**config.mk**
```make
export PLATFORM = sky130hd
export DESIGN_NAME = mdu_ctrl
export DESIGN_NICKNAME = d
export VERILOG_FILES = /design/src/rtl/mdu_pkg.sv /design/src/rtl/mdu_ctrl_div_iter.sv /design/src/rtl/mdu_ctrl.sv
export SDC_FILE = /design/constraint.sdc
export NUM_CORES = 2
export LEC_CHECK = 0
export ABC_AREA = 1
export BUFFER_PORTS_ARGS = -buffer_cell sky130_fd_sc_hd__buf_2
export CAP_MARGIN = 10
export CELL_PAD_IN_SITES_DETAIL_PLACEMENT = 2
export CELL_PAD_IN_SITES_GLOBAL_PLACEMENT = 2
export CORE_ASPECT_RATIO = 1.4
export CORE_MARGIN = 2
export CORE_UTILIZATION = 30
export DETAILED_ROUTE_END_ITERATION = 8
export GPL_TIMING_DRIVEN = 0
export PLACE_DENSITY_LB_ADDON = 0.15
export SYNTH_ARGS = -nofsm -noshare
export SYNTH_HDL_FRONTEND = slang
export SYNTH_HIERARCHICAL = 1
export SYNTH_SLANG_ARGS = --single-unit
```
**constraint.sdc**
```tcl
create_clock -name clk -period 3.55 [get_ports clk]
set_input_delay 0.355 -clock clk [delete_from_list [all_inputs] [get_ports clk]]
set_output_delay 0.355 -clock clk [all_outputs]
set_load 0.02 [all_outputs]
```
**src/rtl/mdu_pkg.sv**
```systemverilog
// Shared types and constants for the multiply/divide controller.
package mdu_pkg;

  localparam int unsigned DATA_W     = 32;
  localparam int unsigned PROD_W     = 64;
  localparam int unsigned DIV_CYCLES = 34;
  localparam int unsigned DIV_ITERS  = 32;
  localparam int unsigned CNT_W      = 6;

  typedef enum logic [2:0] {
    MDU_NOP   = 3'd0,
    MDU_MULT  = 3'd1,
    MDU_MULTU = 3'd2,
    MDU_DIV   = 3'd3,
    MDU_DIVU  = 3'd4,
    MDU_MTHI  = 3'd5,
    MDU_MTLO  = 3'd6
  } mdu_op_t;

  typedef enum logic [1:0] {
    ST_IDLE = 2'd0,
    ST_MUL  = 2'd1,
    ST_DIV  = 2'd2,
    ST_DONE = 2'd3
  } mdu_state_t;

  // Two's-complement negate of a data word (wraps for 0x80000000).
  function automatic logic [DATA_W-1:0] neg_word(input logic [DATA_W-1:0] x);
    return ~x + DATA_W'(1);
  endfunction

endpackage

```
**src/rtl/mdu_ctrl_div_iter.sv**
```systemverilog
// Radix-2 restoring unsigned divider core: one quotient bit per enabled step.
module div_iter
  import mdu_pkg::*;
(
  input  logic              clk,
  input  logic              rst_n,
  input  logic              start_i,
  input  logic [DATA_W-1:0] dividend_i,
  input  logic [DATA_W-1:0] divisor_i,
  input  logic              step_i,
  output logic [DATA_W-1:0] quotient_o,
  output logic [DATA_W-1:0] remainder_o
);

  logic [DATA_W-1:0] quo_q, quo_d;
  logic [DATA_W-1:0] rem_q, rem_d;
  logic [DATA_W-1:0] dvs_q, dvs_d;
  logic [DATA_W:0]   shifted_c;
  logic [DATA_W:0]   diff_c;

  // Load on start, otherwise shift in one dividend bit and trial-subtract.
  always_comb begin
    quo_d     = quo_q;
    rem_d     = rem_q;
    dvs_d     = dvs_q;
    shifted_c = {rem_q, quo_q[DATA_W-1]};
    diff_c    = shifted_c - {1'b0, dvs_q};
    if (start_i) begin
      quo_d = dividend_i;
      rem_d = '0;
      dvs_d = divisor_i;
    end else if (step_i) begin
      // Borrow out of bit DATA_W means the partial remainder was smaller.
      if (!diff_c[DATA_W]) begin
        rem_d = diff_c[DATA_W-1:0];
        quo_d = {quo_q[DATA_W-2:0], 1'b1};
      end else begin
        rem_d = shifted_c[DATA_W-1:0];
        quo_d = {quo_q[DATA_W-2:0], 1'b0};
      end
    end
  end

  // Core registers.
  always_ff @(posedge clk or negedge rst_n) begin
    if (!rst_n) begin
      quo_q <= '0;
      rem_q <= '0;
      dvs_q <= '0;
    end else begin
      quo_q <= quo_d;
      rem_q <= rem_d;
      dvs_q <= dvs_d;
    end
  end

  assign quotient_o  = quo_q;
  assign remainder_o = rem_q;

endmodule

```
**src/rtl/mdu_ctrl.sv**
```systemverilog
// EXE-stage multiply/divide controller owning architectural HI/LO.
module mdu_ctrl
  import mdu_pkg::*;
#(
  parameter int unsigned MUL_LAT = 2
) (
  input  logic              clk,
  input  logic              resetn,
  input  logic              EXE_Valid,
  input  mdu_op_t           EXE_MDUOp,
  input  logic [DATA_W-1:0] EXE_ResultA,
  input  logic [DATA_W-1:0] EXE_ResultB,
  input  logic              EXE_Advance,
  input  logic              EXE_Flush,
  output logic              EXE_MDUBusy,
  output logic [DATA_W-1:0] EXE_HI,
  output logic [DATA_W-1:0] EXE_LO
);

  mdu_state_t        state_q, state_d;
  logic [CNT_W-1:0]  cnt_q, cnt_d;
  logic              is_mul_q, is_mul_d;
  logic              neg_quo_q, neg_quo_d;
  logic              neg_rem_q, neg_rem_d;
  logic              bzero_q, bzero_d;
  logic [DATA_W-1:0] a_raw_q, a_raw_d;
  logic [DATA_W-1:0] div_hi_q, div_hi_d;
  logic [DATA_W-1:0] div_lo_q, div_lo_d;
  logic [DATA_W-1:0] hi_q, hi_d;
  logic [DATA_W-1:0] lo_q, lo_d;
  logic [PROD_W-1:0] mul_pipe_q [MUL_LAT];
  logic [PROD_W-1:0] mul_pipe_d [MUL_LAT];

  logic              is_md_op_c, is_mul_op_c, is_signed_c, accept_c;
  logic [PROD_W-1:0] a_ext_c, b_ext_c, prod_c;
  logic [DATA_W-1:0] a_abs_c, b_abs_c;
  logic              div_start_c, div_step_c, div_fix_c;
  logic [DATA_W-1:0] div_quo, div_rem, quo_fix_c, rem_fix_c;
  logic [PROD_W-1:0] res_c;

  // Operation decode and accept condition.
  always_comb begin
    is_md_op_c  = (EXE_MDUOp == MDU_MULT) || (EXE_MDUOp == MDU_MULTU) ||
                  (EXE_MDUOp == MDU_DIV)  || (EXE_MDUOp == MDU_DIVU);
    is_mul_op_c = (EXE_MDUOp == MDU_MULT) || (EXE_MDUOp == MDU_MULTU);
    is_signed_c = (EXE_MDUOp == MDU_MULT) || (EXE_MDUOp == MDU_DIV);
    accept_c    = EXE_Valid && (state_q == ST_IDLE) && !EXE_Flush && is_md_op_c;
  end

  // Stall request is combinational so the accept cycle itself stalls.
  assign EXE_MDUBusy = accept_c || (state_q == ST_MUL) || (state_q == ST_DIV);

  // Operand conditioning: extended operands for the product, magnitudes for divide.
  always_comb begin
    a_ext_c = {{DATA_W{is_signed_c & EXE_ResultA[DATA_W-1]}}, EXE_ResultA};
    b_ext_c = {{DATA_W{is_signed_c & EXE_ResultB[DATA_W-1]}}, EXE_ResultB};
    prod_c  = a_ext_c * b_ext_c;
    a_abs_c = (is_signed_c && EXE_ResultA[DATA_W-1]) ? neg_word(EXE_ResultA) : EXE_ResultA;
    b_abs_c = (is_signed_c && EXE_ResultB[DATA_W-1]) ? neg_word(EXE_ResultB) : EXE_ResultB;
  end

  // Divider sequencing: load on accept, 32 steps, then a sign-fixup cycle.
  always_comb begin
    div_start_c = accept_c && !is_mul_op_c;
    div_step_c  = (state_q == ST_DIV) && (cnt_q <= CNT_W'(DIV_ITERS));
    div_fix_c   = (state_q == ST_DIV) && (cnt_q == CNT_W'(DIV_CYCLES - 1));
  end

  div_iter u_div_iter (
    .clk         (clk),
    .rst_n       (resetn),
    .start_i     (div_start_c),
    .dividend_i  (a_abs_c),
    .divisor_i   (b_abs_c),
    .step_i      (div_step_c),
    .quotient_o  (div_quo),
    .remainder_o (div_rem)
  );

  // FSM next state and cycle counter; flush overrides every transition.
  always_comb begin
    state_d = state_q;
    cnt_d   = cnt_q;
    unique case (state_q)
      ST_IDLE: begin
        if (accept_c) begin
          cnt_d = CNT_W'(1);
          if (!is_mul_op_c)      state_d = ST_DIV;
          else if (MUL_LAT == 1) state_d = ST_DONE;
          else                   state_d = ST_MUL;
        end
      end
      ST_MUL: begin
        cnt_d = cnt_q + CNT_W'(1);
        if (cnt_q == CNT_W'(MUL_LAT - 1)) state_d = ST_DONE;
      end
      ST_DIV: begin
        cnt_d = cnt_q + CNT_W'(1);
        if (div_fix_c) state_d = ST_DONE;
      end
      ST_DONE: begin
        if (EXE_Advance) state_d = ST_IDLE;
      end
      default: state_d = ST_IDLE;
    endcase
    if (EXE_Flush) state_d = ST_IDLE;
  end

  // Operand/sign latches, multiply delay line and divide result capture.
  always_comb begin
    is_mul_d  = is_mul_q;
    neg_quo_d = neg_quo_q;
    neg_rem_d = neg_rem_q;
    bzero_d   = bzero_q;
    a_raw_d   = a_raw_q;
    div_hi_d  = div_hi_q;
    div_lo_d  = div_lo_q;
    for (int i = 0; i < MUL_LAT; i++) mul_pipe_d[i] = mul_pipe_q[i];
    for (int i = 1; i < MUL_LAT; i++) mul_pipe_d[i] = mul_pipe_q[i-1];

    if (accept_c) begin
      is_mul_d  = is_mul_op_c;
      neg_quo_d = is_signed_c & (EXE_ResultA[DATA_W-1] ^ EXE_ResultB[DATA_W-1]);
      neg_rem_d = is_signed_c & EXE_ResultA[DATA_W-1];
      bzero_d   = (EXE_ResultB == '0);
      a_raw_d   = EXE_ResultA;
      if (is_mul_op_c) mul_pipe_d[0] = prod_c;
    end

    quo_fix_c = neg_quo_q ? neg_word(div_quo) : div_quo;
    rem_fix_c = neg_rem_q ? neg_word(div_rem) : div_rem;
    if (div_fix_c) begin
      if (bzero_q) begin
        div_hi_d = a_raw_q;
        div_lo_d = '1;
      end else begin
        div_hi_d = rem_fix_c;
        div_lo_d = quo_fix_c;
      end
    end
  end

  // Architectural HI/LO: commit on unflushed DONE exit, or MTHI/MTLO from IDLE.
  always_comb begin
    hi_d  = hi_q;
    lo_d  = lo_q;
    res_c = is_mul_q ? mul_pipe_q[MUL_LAT-1] : {div_hi_q, div_lo_q};
    if ((state_q == ST_DONE) && EXE_Advance && !EXE_Flush) begin
      hi_d = res_c[PROD_W-1:DATA_W];
      lo_d = res_c[DATA_W-1:0];
    end else if ((state_q == ST_IDLE) && EXE_Valid && EXE_Advance && !EXE_Flush) begin
      if (EXE_MDUOp == MDU_MTHI) hi_d = EXE_ResultA;
      if (EXE_MDUOp == MDU_MTLO) lo_d = EXE_ResultA;
    end
  end

  // Control and result registers.
  always_ff @(posedge clk or negedge resetn) begin
    if (!resetn) begin
      state_q   <= ST_IDLE;
      cnt_q     <= '0;
      is_mul_q  <= 1'b0;
      neg_quo_q <= 1'b0;
      neg_rem_q <= 1'b0;
      bzero_q   <= 1'b0;
      a_raw_q   <= '0;
      div_hi_q  <= '0;
      div_lo_q  <= '0;
      hi_q      <= '0;
      lo_q      <= '0;
    end else begin
      state_q   <= state_d;
      cnt_q     <= cnt_d;
      is_mul_q  <= is_mul_d;
      neg_quo_q <= neg_quo_d;
      neg_rem_q <= neg_rem_d;
      bzero_q   <= bzero_d;
      a_raw_q   <= a_raw_d;
      div_hi_q  <= div_hi_d;
      div_lo_q  <= div_lo_d;
      hi_q      <= hi_d;
      lo_q      <= lo_d;
    end
  end

  // Multiply delay line registers.
  always_ff @(posedge clk or negedge resetn) begin
    if (!resetn) begin
      for (int i = 0; i < MUL_LAT; i++) mul_pipe_q[i] <= '0;
    end else begin
      for (int i = 0; i < MUL_LAT; i++) mul_pipe_q[i] <= mul_pipe_d[i];
    end
  end

  assign EXE_HI = hi_q;
  assign EXE_LO = lo_q;

endmodule
```
# Word-level counts from Yosys, hierarchy flattened
# Cells that the tools add are included.
totals:
  register_bits: 396
  word_cells: 109
classes:
  addsub: 6
  n_mul: 1
  order_cmp: 1
  eq_ne: 16
  n_mux: 28
  bitwise_logic: 8
  reduce_logical: 33
op_table:
  columns: ["operator", "count"]
  rows:
  - ["two-way mux 32 bit", 17]
  - ["adder 32 x 1 -> 32 bit, second input constant", 4]
  - ["NOT 32 bit", 4]
  - ["multiplier 33 x 33 -> 64 bit", 1]
  - ["two-way mux 64 bit", 1]
  - ["subtractor 33 x 32 -> 33 bit", 1]
  - ["logical NOT 32 bit", 1]
  - ["logical AND 1 bit", 12]
  - ["two-way mux 2 bit", 6]
  - ["one-hot mux 6 bit (2 select lines)", 1]
  - ["nonzero test 2 bit", 5]
  - ["equality test 3 bit, second input constant", 3]
  - ["inequality test 3 bit, second input constant", 3]
  - ["one-hot mux 2 bit (4 select lines)", 1]
  - ["AND reduction 2 bit", 4]
  - ["adder 6 x 1 -> 6 bit, second input constant", 1]
  - ["equality test 3 x 2 -> 1 bit, second input constant", 2]
  - ["equality test 6 x 1 -> 1 bit, second input constant", 1]
  - ["equality test 6 bit, second input constant", 1]
  - ["<= comparator 6 bit, second input constant", 1]
  - ["logical OR 1 bit", 6]
  - ["two-way mux 6 bit", 1]
  - ["equality test 2 bit, second input constant", 2]
  - ["AND reduction 4 bit", 1]
  - ["10 further kinds", 13]

# Logic depth before layout (Yosys ltp)
logic_depth:
  word_depth: 8
  ltp_mapped: 34

# By module
# The synthesis kept the hierarchy.
by_module_without_submodules:
  columns: ["mod", "instances", "cells_each", "area_per_inst_um2", "seq_area_each_um2"]
  rows:
  - ["mdu_ctrl", 1, 7012, 55376.9, 7507.2]
  - ["div_iter", 1, 1034, 6819.0, 2402.3]

# Worst setup path after synthesis
# Ideal clock, no wire load.
synth_path:
  path_kind: "input to register"
  start: "in EXE_MDUOp[2]"
  end: "reg mul_pipe_q (netlist bit mul_pipe_d[51])"
  t_arrival_ns: 7.594
  setup_slack_ns: -4.162
  stages: 29
  cell_sequence: "inv_2 -> nand2_1 -> clkbuf_1 -> buf_1 -> nor2_1 -> fa_1 -> fa_1 -> fa_1 -> inv_1 -> fa_1 -> inv_1 -> fa_1 -> fa_1 -> inv_1 -> fa_1 -> fa_1 -> inv_1 -> ha_1 -> nand2_1 -> nor2_1 -> inv_1 -> nor2_1 -> nand2_1 -> nor3_1 -> o21ai_0 -> nand3_1 -> nand2_1 -> nand3_1 -> nand2_1"
synth_via:
  elab_chain_cells: 6
synth_rtl:
  columns: ["element", "line", "source"]
  rows:
  - ["start, declared", "mdu_ctrl.sv:10", "input mdu_op_t EXE_MDUOp,"]
  - ["branches (longest 6 deep; another with multiplier 33 x 33 -> 64 bit)", null, null]
  - ["end, declared", "mdu_ctrl.sv:31", "logic [PROD_W-1:0] mul_pipe_q [MUL_LAT];"]
# Parallel ways; which one is timed is not known.
# A chain may end at the register's enable or synchronous reset.

# Final worst setup path
# Ends and elaborated chain as after synthesis.

==> impl_metrics.ini <==
[sta]
final-hold-violation-count = 0
layout_setup_ws_ps = -3440
clock_skew_ps = 48.1
maxSlewHeadroom_pct = 15.3
timing.final.setup_violations = 57
layout_worst_path_cycle_share_pct = 197
timing.fmax_mhz = 143
rsz_0062_raised_after_global_routing = yes
worst_pin_slew_ps = 1270
drv_slew = 0
final_period_minus_worst_setup_slack_ps = 6990

[cts]
worstSkewPairLatency_ps = 630
ctsHtreeMaxLevel = 2
clockBufferDepth = 3
path_clk_slew_ps = 70
cts_num_sinks = 396
cts_inserted_buffers = 40
cts_tree = built
root_buffer = clkbuf_16

[worst_setup_path]
crit_path_top_delay_cell = fa_2
critical_path_capture_point_type = register
setup_crit_start_kind = input port
crit_fanout = 10
critical_path_arrival_ps = 7540
cp_data_required_time_ps = 4100
setup.reg_to_reg.worst_slack_ps = 200
r2r_cells = 18
crit_type = input port to register
worst_r2r_startpoint = u_div_iter/quotient_o[31]
timing.rr.end = u_div_iter/remainder_o[25]
cp_common_cell = fa_1
cpPeakStageDelay_ps = 630

[global_routing]
grt_pass1_vias = 65082
number_of_antenna_violations_at_the_first_check_in_global_routing = 10
grt_start_max_net_pins = 112
gr_overflow_total = 0
wire_length_of_the_first_global_routing_pass_mm = 472
gr-usage-all-layers_pct = 31.6

[floorplan]
io_pins = 137
die-width_um = 389
full_die_area_um2 = 211000
rows = 197
floorplan.initialDensity_pct = 30.2
core_region_area_um2 = 206000
dieHeight_um = 543

[synth]
ys_dominant_reg_cell = dfrtp_1
yosys.cell_count.top_type = nand2_1
async_flop_share_pct = 100
largest_cells_by_area_after_synthesis = fa_1 (36%), dfrtp_1 (16%), nand2_1 (14%)
syn_inst = 8046
synthSimpleGateAreaFrac_pct = 21.2
synth_top_cell_by_area = fa_1
synth_enable_flop_cells = 0
synth_xor_area_share_pct = 1.86
synth_fp_nets = 9501
synthesized_flop_and_latch_total = 396
share_of_the_synthesized_area_in_compound_gates_ao_oa_aoi_oai_pct = 5.18
ys.warnings.count = 6
post_synth_mux_area_share_pct = 0.0181
syn-mean-instance-area_um2 = 7.73
synth_top_family_by_area = adder cells
netlist_top_cells_count = nand2_1 (2334), inv_1 (1962), fa_1 (1126)
share_of_the_synthesized_area_in_the_top_cell_type_pct = 36.2
syn_std_cell_area_um2 = 62200
synth_fa_ha_area_share_pct = 41.4
synth_cell_type_count = 58
post_synthesis_sequential_area_ratio_pct = 15.9

[layout]
filler_cell_count = 22974
final_cell_area_um2 = 78400
finalNetCount = 9896
area_delta_synth_final_pct = 26.1
layoutNonFillerInstCount = 11163
layout.core_utilization_pct = 38.1
fraction_of_layout_cells_with_a_size_suffix_above_1_pct = 19.6
multiInputGateArea_um2 = 48100
regArea_um2 = 9910

[placement]
dp_hpwl_mm = 280
port-buffer-count = 76
dpl.cell_count = 10814
placement.cell_area_um2 = 68800
pre_cts_ws_ps = -5980
finalWeightedCongestion = 0.948

[flow_run]
timing.max_cap.violations = 0

[drt]
avgViaCountPerCell = 5.04
post-route-drc-count = 0
route.detailed.wl_per_inst_um = 30.3
drtIter0Drc = 2808
total_number_of_vias = 56271
antenna_left = 0
finalWirelength_mm = 339
drt-pass1-iter-count = 5

[outcome]
violations = negative setup slack
run_status = finished, violations left

[hold_path]
hp-class = input port to register
hold-path-endpoint = state_q[1]
worst_hold_startpoint = EXE_Flush
worstHoldPathCells = 4
## area by class of cell
| class | instances | share of cell area, % |
|---|---|---|
| antenna | 7 | 0.0223 |
| buffer | 368 | 6.04 |
| clock buffer | 51 | 1.38 |
| clock inverter | 20 | 0.332 |
| inverter | 1980 | 9.58 |
| multi-input combinational | 5297 | 61.3 |
| sequential | 396 | 12.6 |
| tap | 2686 | 4.29 |
| timing repair buffer | 358 | 4.40 |
## repair_timing
action | CTS | global route
pin swaps | 298 | 280
endpoints found under the setup margin | 154 | 67
gates cloned | 4 | 7
resized for setup | 1000 | 397
hold buffers | 1 | 0
endpoints found under the hold margin | 51 | 0
setup buffers | 158 | 107
## worst max-delay path by stage
| stage | start | end | slack (ps) | cells past startpoint |
|---|---|---|---|---|
| 2_1_floorplan | EXE_MDUOp[2] | mul_pipe_d[60] | -3370 | 31 |
| 3_3_place_gp | resetn | mul_pipe_d[52] | -6450 | 1 |
| 3_5_place_dp | EXE_ResultA[31] | mul_pipe_d[51] | -5980 | 28 |
| 4_1_cts | EXE_MDUOp[2] | mul_pipe_d[51] | -3400 | 32 |
| 5_1_grt | EXE_MDUOp[2] | mul_pipe_d[51] | -3570 | 31 |
| 6_report | EXE_MDUOp[2] | mul_pipe_d[51] | -3440 | 31 |
## metrics by stage
stage | TNS (ps) | hold slack [ps]
after floorplan | -143490 | 59.4
after global placement | -2842590 | 362
after detailed placement | -295030 | 319
after CTS | -155280 | 62.6
after global routing | -167180 | 108
final | -160060 | 91.1
## flip-flops by register name, summed over array words and instances (netlist names)
register	count
div_lo_q	32
state_q	2
neg_quo_q	1
cnt_q	6
bzero_q	1
mul_pipe_q	64
is_mul_q	1
EXE_LO	32
neg_rem_q	1
mul_pipe_d	64
u_div_iter/quotient_o	32
u_div_iter/remainder_o	32
a_raw_q	32
u_div_iter/dvs_q	32
div_hi_q	32
EXE_HI	32
## per-layer routing
| metal | up-vias | share of wire, % | global-route usage, % |
|---|---|---|---|
| met1 | 30075 | 36 | 33.5 |
| met5 | - | 0.0092 | 0 |
| met2 | 1285 | 53 | 59.2 |
| met3 | 684 | 3.4 | 2.94 |
| li1 | 24223 | - | - |
| met4 | 4 | 8.3 | 21.1 |
## critical path: cells and delay by family
kind,cells,cell delay [ps]
adder cells (fa/ha/maj),9,4650
AND/OR/NAND/NOR,10,1210
buffers and inverters,11,1110
AO/OA/AOI/OAI,1,150
## placed cells by master (no fill, tap or decap), types with 128 or more instances in the layout
cell     netlist  final
buf_4          4    188
dfrtp_1      396    396
fa_1        1126   1037
ha_1         257    179
inv_1       1962   1831
inv_2         13    128
nand2_1     2334   2126
nand2_2       21    135
nand3_1      303    245
nor2_1       393    280
o21ai_0      214    155
## cells by family (layout without fill, tap and decap cells)
logic type / count (synthesis) / after routing
adders and majority gates: 1383 / 1383
other: 0 / 7
DFF: 396 / 396
xor gates and xnor gates: 132 / 132
muxes: 1 / 1
and+or+nand+nor: 3236 / 3236
buffers and inverters: 2353 / 2777
AOI/OAI and AO/OA: 545 / 545
Power is not shown: default switching activity piles up to over one toggle a cycle in this logic, so the estimate is an artifact.
